## config.mk

```make
export PLATFORM = sky130hd
export DESIGN_NAME = frame_bank_scheduler_flat
export DESIGN_NICKNAME = d
export VERILOG_FILES = /design/src/rtl/frame_bank_pkg.sv /design/src/rtl/frame_bank_scheduler_if.sv /design/src/rtl/vsync_edge_sync.sv /design/src/rtl/frame_bank_scheduler.sv /design/src/flat_wrapper.sv
export SDC_FILE = /design/constraint.sdc
export NUM_CORES = 1
export LEC_CHECK = 0
export BUFFER_PORTS_ARGS = -buffer_cell sky130_fd_sc_hd__buf_4
export CAP_MARGIN = 10
export CORE_MARGIN = 2
export CORE_UTILIZATION = 46
export DETAILED_ROUTE_END_ITERATION = 8
export PLACE_DENSITY_LB_ADDON = 0.25
export SETUP_SLACK_MARGIN = 0.1
export SYNTH_ARGS = -nofsm -noshare
export SYNTH_HDL_FRONTEND = slang
export SYNTH_SLANG_ARGS = --single-unit
```

## constraint.sdc

```tcl
create_clock -name clk25 -period 2.3 [get_ports clk25]
set_input_delay 0.345 -clock clk25 [delete_from_list [all_inputs] [get_ports clk25]]
set_output_delay 0.345 -clock clk25 [all_outputs]
set_load 0.01 [all_outputs]
```

## src/rtl/frame_bank_pkg.sv

```systemverilog
// Shared definitions for the frame bank scheduler.
// Contains the FSM state encodings, the bank index type and the bank
// assignment that applies after reset.
package frame_bank_pkg;

    localparam int BANK_W = 2;

    typedef logic [BANK_W-1:0] bank_t;

    // Bank roles after reset: camera writes 0, 1 is ready, display reads 2
    localparam bank_t WR0  = 2'd0;
    localparam bank_t RDY0 = 2'd1;
    localparam bank_t RD0  = 2'd2;

    typedef enum logic [2:0] {
        IDLE     = 3'd0,
        SETTLE   = 3'd1,
        WAIT_SOF = 3'd2,
        CAPTURE  = 3'd3,
        HOLD     = 3'd4
    } state_t;

endpackage

```

## src/rtl/frame_bank_scheduler_if.sv

```systemverilog
// Signal bundle between the scheduler and the logic around it.
// The master side drives the camera VSYNC, the VGA frame-start pulse and the
// capture controls. The slave side (the scheduler) returns the RAM write
// gate, the bank selects, the frame_valid flag, the FSM state and the
// statistics counters.
interface frame_bank_scheduler_if #(
    parameter int CNT_W = 16
);
    import frame_bank_pkg::*;

    logic             VSYNC_cam;
    logic             vga_sof;
    logic             capture_en;
    logic             snap_mode;
    logic             snap_req;
    logic             wr_en;
    bank_t            wr_bank;
    bank_t            rd_bank;
    logic             frame_valid;
    logic [2:0]       state;
    logic [CNT_W-1:0] cap_count;
    logic [CNT_W-1:0] drop_count;

    modport master (
        output VSYNC_cam, vga_sof, capture_en, snap_mode, snap_req,
        input  wr_en, wr_bank, rd_bank, frame_valid, state, cap_count, drop_count
    );

    modport slave (
        input  VSYNC_cam, vga_sof, capture_en, snap_mode, snap_req,
        output wr_en, wr_bank, rd_bank, frame_valid, state, cap_count, drop_count
    );

endinterface

```

## src/rtl/vsync_edge_sync.sv

```systemverilog
// Brings the raw camera VSYNC into the clk25 domain and detects its edges.
// Ports:
//   clk25, rst : clock, async active-high reset
//   vsync_raw  : camera VSYNC (high = inter-frame blanking)
//   sof_ev     : one-cycle pulse on a falling edge (camera frame start)
//   eof_ev     : one-cycle pulse on a rising edge (camera frame end)
// SYNC_STAGES must be at least 2.
module vsync_edge_sync #(
    parameter int SYNC_STAGES = 2
) (
    input  logic clk25,
    input  logic rst,
    input  logic vsync_raw,
    output logic sof_ev,
    output logic eof_ev
);

    logic [SYNC_STAGES-1:0] sync_q;
    logic                   edge_q;

    // Flops reset high so that leaving reset during blanking creates no edge
    always_ff @(posedge clk25 or posedge rst) begin
        if (rst) begin
            sync_q <= '1;
            edge_q <= 1'b1;
        end else begin
            sync_q <= {sync_q[SYNC_STAGES-2:0], vsync_raw};
            edge_q <= sync_q[SYNC_STAGES-1];
        end
    end

    assign sof_ev = edge_q & ~sync_q[SYNC_STAGES-1];
    assign eof_ev = ~edge_q & sync_q[SYNC_STAGES-1];

endmodule

```

## src/rtl/frame_bank_scheduler.sv

```systemverilog
// Triple-buffer bank scheduler for the camera frame RAM.
// The camera writes to wr_bank and the display reads from rd_bank. A
// finished camera frame becomes the "ready" bank. The ready bank is handed
// to the display only on vga_sof, so the display never shows a torn frame.
// Ports:
//   clk25, rst : clock, async active-high reset
//   bus        : slave side of frame_bank_scheduler_if
// Build option: FRAME_BANK_STATS_EN enables cap_count/drop_count. When it
// is not defined, both outputs are tied to zero.
//
// state    | meaning
// ---------+-----------------------------------------------------------
// IDLE     | capture disabled, RAM writes gated off
// SETTLE   | discarding SETTLE_FRAMES frames after capture starts
// WAIT_SOF | waiting for the next camera frame start
// CAPTURE  | writing the current camera frame into wr_bank
// HOLD     | snapshot taken, waiting for snap_req or continuous mode
module frame_bank_scheduler
    import frame_bank_pkg::*;
#(
    parameter int SYNC_STAGES   = 2,
    parameter int SETTLE_FRAMES = 2,
    parameter int CNT_W         = 16
) (
    input  logic                   clk25,
    input  logic                   rst,
    frame_bank_scheduler_if.slave  bus
);

    localparam int SW = (SETTLE_FRAMES < 1) ? 1 : $clog2(SETTLE_FRAMES + 1);

    logic          sof_ev, eof_ev;
    state_t        state_q, state_next;
    logic [SW-1:0] settle_q, settle_next;
    logic          wr_en_q;
    bank_t         wr_q, rdy_q, rd_q;
    logic          pending_q, valid_q;
    logic          publish, swap;

    vsync_edge_sync #(.SYNC_STAGES(SYNC_STAGES)) u_vsync (
        .clk25     (clk25),
        .rst       (rst),
        .vsync_raw (bus.VSYNC_cam),
        .sof_ev    (sof_ev),
        .eof_ev    (eof_ev)
    );

    always_comb begin
        state_next  = state_q;
        settle_next = settle_q;
        publish     = 1'b0;
        if (!bus.capture_en) begin
            // Abort wins over a same-cycle eof_ev, so no partial publish
            state_next = IDLE;
        end else begin
            case (state_q)
                IDLE: begin
                    settle_next = SW'(SETTLE_FRAMES);
                    state_next  = (SETTLE_FRAMES == 0) ? WAIT_SOF : SETTLE;
                end
                SETTLE: if (eof_ev) begin
                    settle_next = settle_q - SW'(1);
                    if (settle_q <= SW'(1))
                        state_next = WAIT_SOF;
                end
                WAIT_SOF: if (sof_ev) state_next = CAPTURE;
                CAPTURE: if (eof_ev) begin
                    publish    = 1'b1;
                    state_next = bus.snap_mode ? HOLD : WAIT_SOF;
                end
                HOLD: if (bus.snap_req || !bus.snap_mode) state_next = WAIT_SOF;
                default: state_next = IDLE;
            endcase
        end
    end

    always_ff @(posedge clk25 or posedge rst) begin
        if (rst) begin
            state_q  <= IDLE;
            settle_q <= '0;
            wr_en_q  <= 1'b0;
        end else begin
            state_q  <= state_next;
            settle_q <= settle_next;
            wr_en_q  <= (state_next == CAPTURE);
        end
    end

    assign swap = bus.vga_sof & pending_q;

    // Three-way rotation when a publish and a display swap land together
    always_ff @(posedge clk25 or posedge rst) begin
        if (rst) begin
            wr_q      <= WR0;
            rdy_q     <= RDY0;
            rd_q      <= RD0;
            pending_q <= 1'b0;
            valid_q   <= 1'b0;
        end else if (publish && swap) begin
            wr_q    <= rd_q;
            rdy_q   <= wr_q;
            rd_q    <= rdy_q;
            valid_q <= 1'b1;
        end else if (publish) begin
            wr_q      <= rdy_q;
            rdy_q     <= wr_q;
            pending_q <= 1'b1;
        end else if (swap) begin
            rd_q      <= rdy_q;
            rdy_q     <= rd_q;
            pending_q <= 1'b0;
            valid_q   <= 1'b1;
        end
    end

`ifdef FRAME_BANK_STATS_EN
    logic [CNT_W-1:0] cap_q, drop_q;

    always_ff @(posedge clk25 or posedge rst) begin
        if (rst) begin
            cap_q  <= '0;
            drop_q <= '0;
        end else if (publish) begin
            if (cap_q != '1)
                cap_q <= cap_q + CNT_W'(1);
            // An unshown ready frame is overwritten only when no swap takes it
            if (pending_q && !swap && drop_q != '1)
                drop_q <= drop_q + CNT_W'(1);
        end
    end

    assign bus.cap_count  = cap_q;
    assign bus.drop_count = drop_q;
`else
    assign bus.cap_count  = {CNT_W{1'b0}};
    assign bus.drop_count = {CNT_W{1'b0}};
`endif

    assign bus.wr_en       = wr_en_q;
    assign bus.wr_bank     = wr_q;
    assign bus.rd_bank     = rd_q;
    assign bus.frame_valid = valid_q;
    assign bus.state       = state_q;

endmodule

```

## src/flat_wrapper.sv

```systemverilog
// flat-port wrapper written by rule: the top's interface ports become plain ports
module frame_bank_scheduler_flat import frame_bank_pkg::*;
#(
    parameter int SYNC_STAGES   = 2,
    parameter int SETTLE_FRAMES = 2,
    parameter int CNT_W         = 16
)
  (clk25, rst, bus_VSYNC_cam, bus_vga_sof, bus_capture_en, bus_snap_mode, bus_snap_req, bus_wr_en, bus_wr_bank, bus_rd_bank, bus_frame_valid, bus_state, bus_cap_count, bus_drop_count);
  frame_bank_scheduler_if #(.CNT_W(CNT_W)) bus_i ();
  input  logic clk25;
  input  logic rst;
  input wire logic [$bits(bus_i.VSYNC_cam)-1:0] bus_VSYNC_cam;
  input wire logic [$bits(bus_i.vga_sof)-1:0] bus_vga_sof;
  input wire logic [$bits(bus_i.capture_en)-1:0] bus_capture_en;
  input wire logic [$bits(bus_i.snap_mode)-1:0] bus_snap_mode;
  input wire logic [$bits(bus_i.snap_req)-1:0] bus_snap_req;
  output wire logic [$bits(bus_i.wr_en)-1:0] bus_wr_en;
  output wire logic [$bits(bus_i.wr_bank)-1:0] bus_wr_bank;
  output wire logic [$bits(bus_i.rd_bank)-1:0] bus_rd_bank;
  output wire logic [$bits(bus_i.frame_valid)-1:0] bus_frame_valid;
  output wire logic [$bits(bus_i.state)-1:0] bus_state;
  output wire logic [$bits(bus_i.cap_count)-1:0] bus_cap_count;
  output wire logic [$bits(bus_i.drop_count)-1:0] bus_drop_count;
  assign bus_i.VSYNC_cam = bus_VSYNC_cam;
  assign bus_i.vga_sof = bus_vga_sof;
  assign bus_i.capture_en = bus_capture_en;
  assign bus_i.snap_mode = bus_snap_mode;
  assign bus_i.snap_req = bus_snap_req;
  assign bus_wr_en = bus_i.wr_en;
  assign bus_wr_bank = bus_i.wr_bank;
  assign bus_rd_bank = bus_i.rd_bank;
  assign bus_frame_valid = bus_i.frame_valid;
  assign bus_state = bus_i.state;
  assign bus_cap_count = bus_i.cap_count;
  assign bus_drop_count = bus_i.drop_count;
  frame_bank_scheduler #(.SYNC_STAGES(SYNC_STAGES), .SETTLE_FRAMES(SETTLE_FRAMES), .CNT_W(CNT_W)) u_core (.clk25(clk25), .rst(rst), .bus(bus_i));
endmodule
```

==> flow_summary_export.csv <==
group,metric,value,unit
outcome,status,"finished, final reports clean",
timing,fin_hold_ws,118.5,ps
routing,drc_errors,0,
final_layout,antenna_cells,0,
placement,place_congestion,0.7076,
global_routing,grt_pass1_wl,2.691,mm
timing,fmax,515.7,MHz
timing,grt_setup_unrepaired,"false",
critical_path,path_max_fanout,12,
timing,fin_crit,1939,ps
min_path,hp-class,"input pin to asynchronous set/reset pin",
placement,place_ws,379.3,ps
die,core_area,2212,um^2
die,dieArea,2730,um^2
synthesis,ys_async_sr_fraction,1.000,
global_routing,grt_max_degree,18,
clock_tree,clkTransAtPathRegs,100,ps
die,die_x,52.25,um
die,io_pins,48,
power_and_ir_drop,p_switching,0.1563,mW
synthesis,yosysWarningCount,0,
final_layout,layout.nets,132,
flow_run,maxCapViolations,0,
clock_tree,cts_resized,0,
placement,port_buffers,15,
die,num_rows,17,
global_routing,grt.met2_usage,0.2131,
synthesis,yosysTopAreaCellShare,0.2804,
placement,hpwl,1.253,mm
final_layout,areaGrowthSynthToFinish,3.972,%
power_and_ir_drop,worst_ir_drop_vdd,0.0003553,V
critical_path,critPathCaptureType,"register",
power_and_ir_drop,leakagePower,0.5935,nW
synthesis,synth_ff_type,"dfrtp_1",
power_and_ir_drop,powerDensity,507.0,nW/um^2
critical_path,r2r_cells,5,
clock_tree,postCtsHoldBufs,0,
clock_tree,clk_path_buf_depth,2,
routing,drt-initial-drc-count,4,
synthesis,synth_cells,104,
synthesis,synthTopCellsByArea,"dfrtp_1, buf_4, dfstp_2",
timing,final_max_slew_viol_count,0,
global_routing,grtUsageMet3,0.01714,
routing,vias_per_cell,4.591,
critical_path,cp_data_required_time,2480,ps
routing,dr.pass1.iters,4,
placement,dp_cells,145,
clock_tree,insertion_delay,290,ps
timing,finalWorstSetupSlack,361.0,ps
die,die_y,52.25,um
global_routing,gr-max-usage-layer,"met2",
routing,num_vias,684,
clock_tree,numCtsBuffers,3,
clock_tree,cts-root-buf,"clkbuf_4",
critical_path,critPathKind,"register to register",
routing,totalWireLength,1.619,mm
power_and_ir_drop,power_frac_comb,0.134,
die,start_util,0.4842,
synthesis,synth.cell_area,1071,um^2
global_routing,grt_usage,0.1363,
final_layout,final_cells,149,
timing,period_share,0.8431,
final_layout,drive_above_1_share,0.2645,
synthesis,ys_seq_elements,17,
timing,setup_viol,0,
timing,skew,1.809,ps
power_and_ir_drop,total_power,0.5646,mW
global_routing,grt_antenna_before_repair,0,
routing,avgRoutedWirePerCell,10.87,um
synthesis,seq_area_frac_synth,0.4030,
global_routing,overflow,0,
clock_tree,postCtsSetupBuffers,0,
synthesis,synth_area_per_cell,10.30,um^2
routing,ant_nets,0,
synthesis,post-synth-top-count-cell,"buf_4",
power_and_ir_drop,switching_share,0.2769,
synthesis,synth_common_cells,"buf_4, dfrtp_1, mux2_2, inv_1",
timing,tightest_slew,614.4,ps
timing,relSlewSlack,0.5900,
timing,tns,0,ps
clock_tree,cts.sinks,17,
synthesis,yosys.area.top_type,"dfrtp_1",
critical_path,startpoint_type,"register",
clock_tree,cts_tree,"done",
synthesis,ys_types,28,
power_and_ir_drop,clkPwrFrac,0.288,
power_and_ir_drop,p_seq_frac,0.578,
clock_tree,h-tree-depth,1,
synthesis,synth_edf_count,0,
power_and_ir_drop,intPower,0.4083,mW
global_routing,grt_pass1_vias,598,
critical_path,arrival,2120,ps
global_routing,grt_use_met1,0.1875,
timing,hold_violations,0,
[power by group through the flow]
stage	clock (mW)	combinational, mW	sequential, mW
4_1_cts	0.167	0.0755	0.326
3_5_place_dp	0	0.0754	0.332
6_report	0.163	0.0757	0.326
5_1_grt	0.182	0.0882	0.328
2_1_floorplan	0	0.0965	0.329
3_3_place_gp	0	0.0735	0.331
[routing by layer]
metal,up-vias,part of all wire
met4,0,0.014
met1,322,0.46
met3,4,0.072
li1,321,-
met2,37,0.46
met5,-,0
[layout make-up]
type	count	area [um^2]
Fill cell	211	1099
Multi-Input combinational cell	79	485.5
Sequential cell	17	431.7
Timing Repair Buffer	15	112.6
Tap cell	28	35.03
Clock buffer	4	26.28
Inverter	6	22.52
[path summary, 6_finish.rpt]
path / start / endpoint / slack, ps
min reg2reg: u_core.u_vsync.sync_q[0] / u_core.u_vsync.sync_q[1] / 360
max: u_core.bus.state[1] / u_core.bus.wr_bank[0] / 360
min: rst / u_core.bus.state[0] / 120
min in group clk25: bus_VSYNC_cam / u_core.u_vsync.sync_q[0] / 150
max reg2reg: u_core.bus.state[1] / u_core.bus.wr_bank[0] / 360
max in group asynchronous: rst / u_core.rdy_q[1] / 1780
[metrics by stage]
stage / cell area, um^2 / utilization
6_report: 1114 / 0.5034
5_1_grt: 1114 / 0.5034
4_1_cts: 1114 / 0.5034
3_5_place_dp: 1087 / 0.4915
3_3_place_gp: 1087 / 0.4915
2_1_floorplan: 1187 / -
[worst max-delay path: stages, from the launching register on]
cell      delay [ps]
dfrtp_1          560
nand3b_1         200
nor2_2           240
ha_1             230
mux2_2           340
mux2_2           270
[sequential cells by signal, indices dropped and copies added, names as in the netlist]
register                count
u_core.u_vsync.edge_q       1
u_core.settle_q             2
u_core.rdy_q                2
u_core.bus.rd_bank          2
u_core.u_vsync.sync_q       2
u_core.bus.wr_en            1
u_core.pending_q            1
u_core.bus.wr_bank          2
u_core.bus.state            3
u_core.bus.frame_valid      1
[placed cells by master, fill, tap and decap left out, types with 2 or more instances in the layout]
cell type  netlist  layout
inv_1            6       6
a41oi_1          2       2
mux2_2           7       7
ha_1             3       3
conb_1           1      32
nor2_1           2       2
dfstp_2          5       5
nand4b_1         2       2
nor2b_1          4       4
dfrtp_1         12      12
o21ai_0          4       4
clkbuf_4         0       3
a21oi_1          4       4
buf_4           33      15
nand2b_1         5       5
[cells by family after synthesis]
kind of cell / share of synthesized area
other: 0.003501
multiplexers: 0.08295
buffers and inverters: 0.2523
adder cells (fa/ha/maj): 0.04440
flip-flops: 0.4030
AND/OR/NAND/NOR: 0.1285
AO/OA/AOI/OAI: 0.08529
Power figures use the tool's default switching activity.
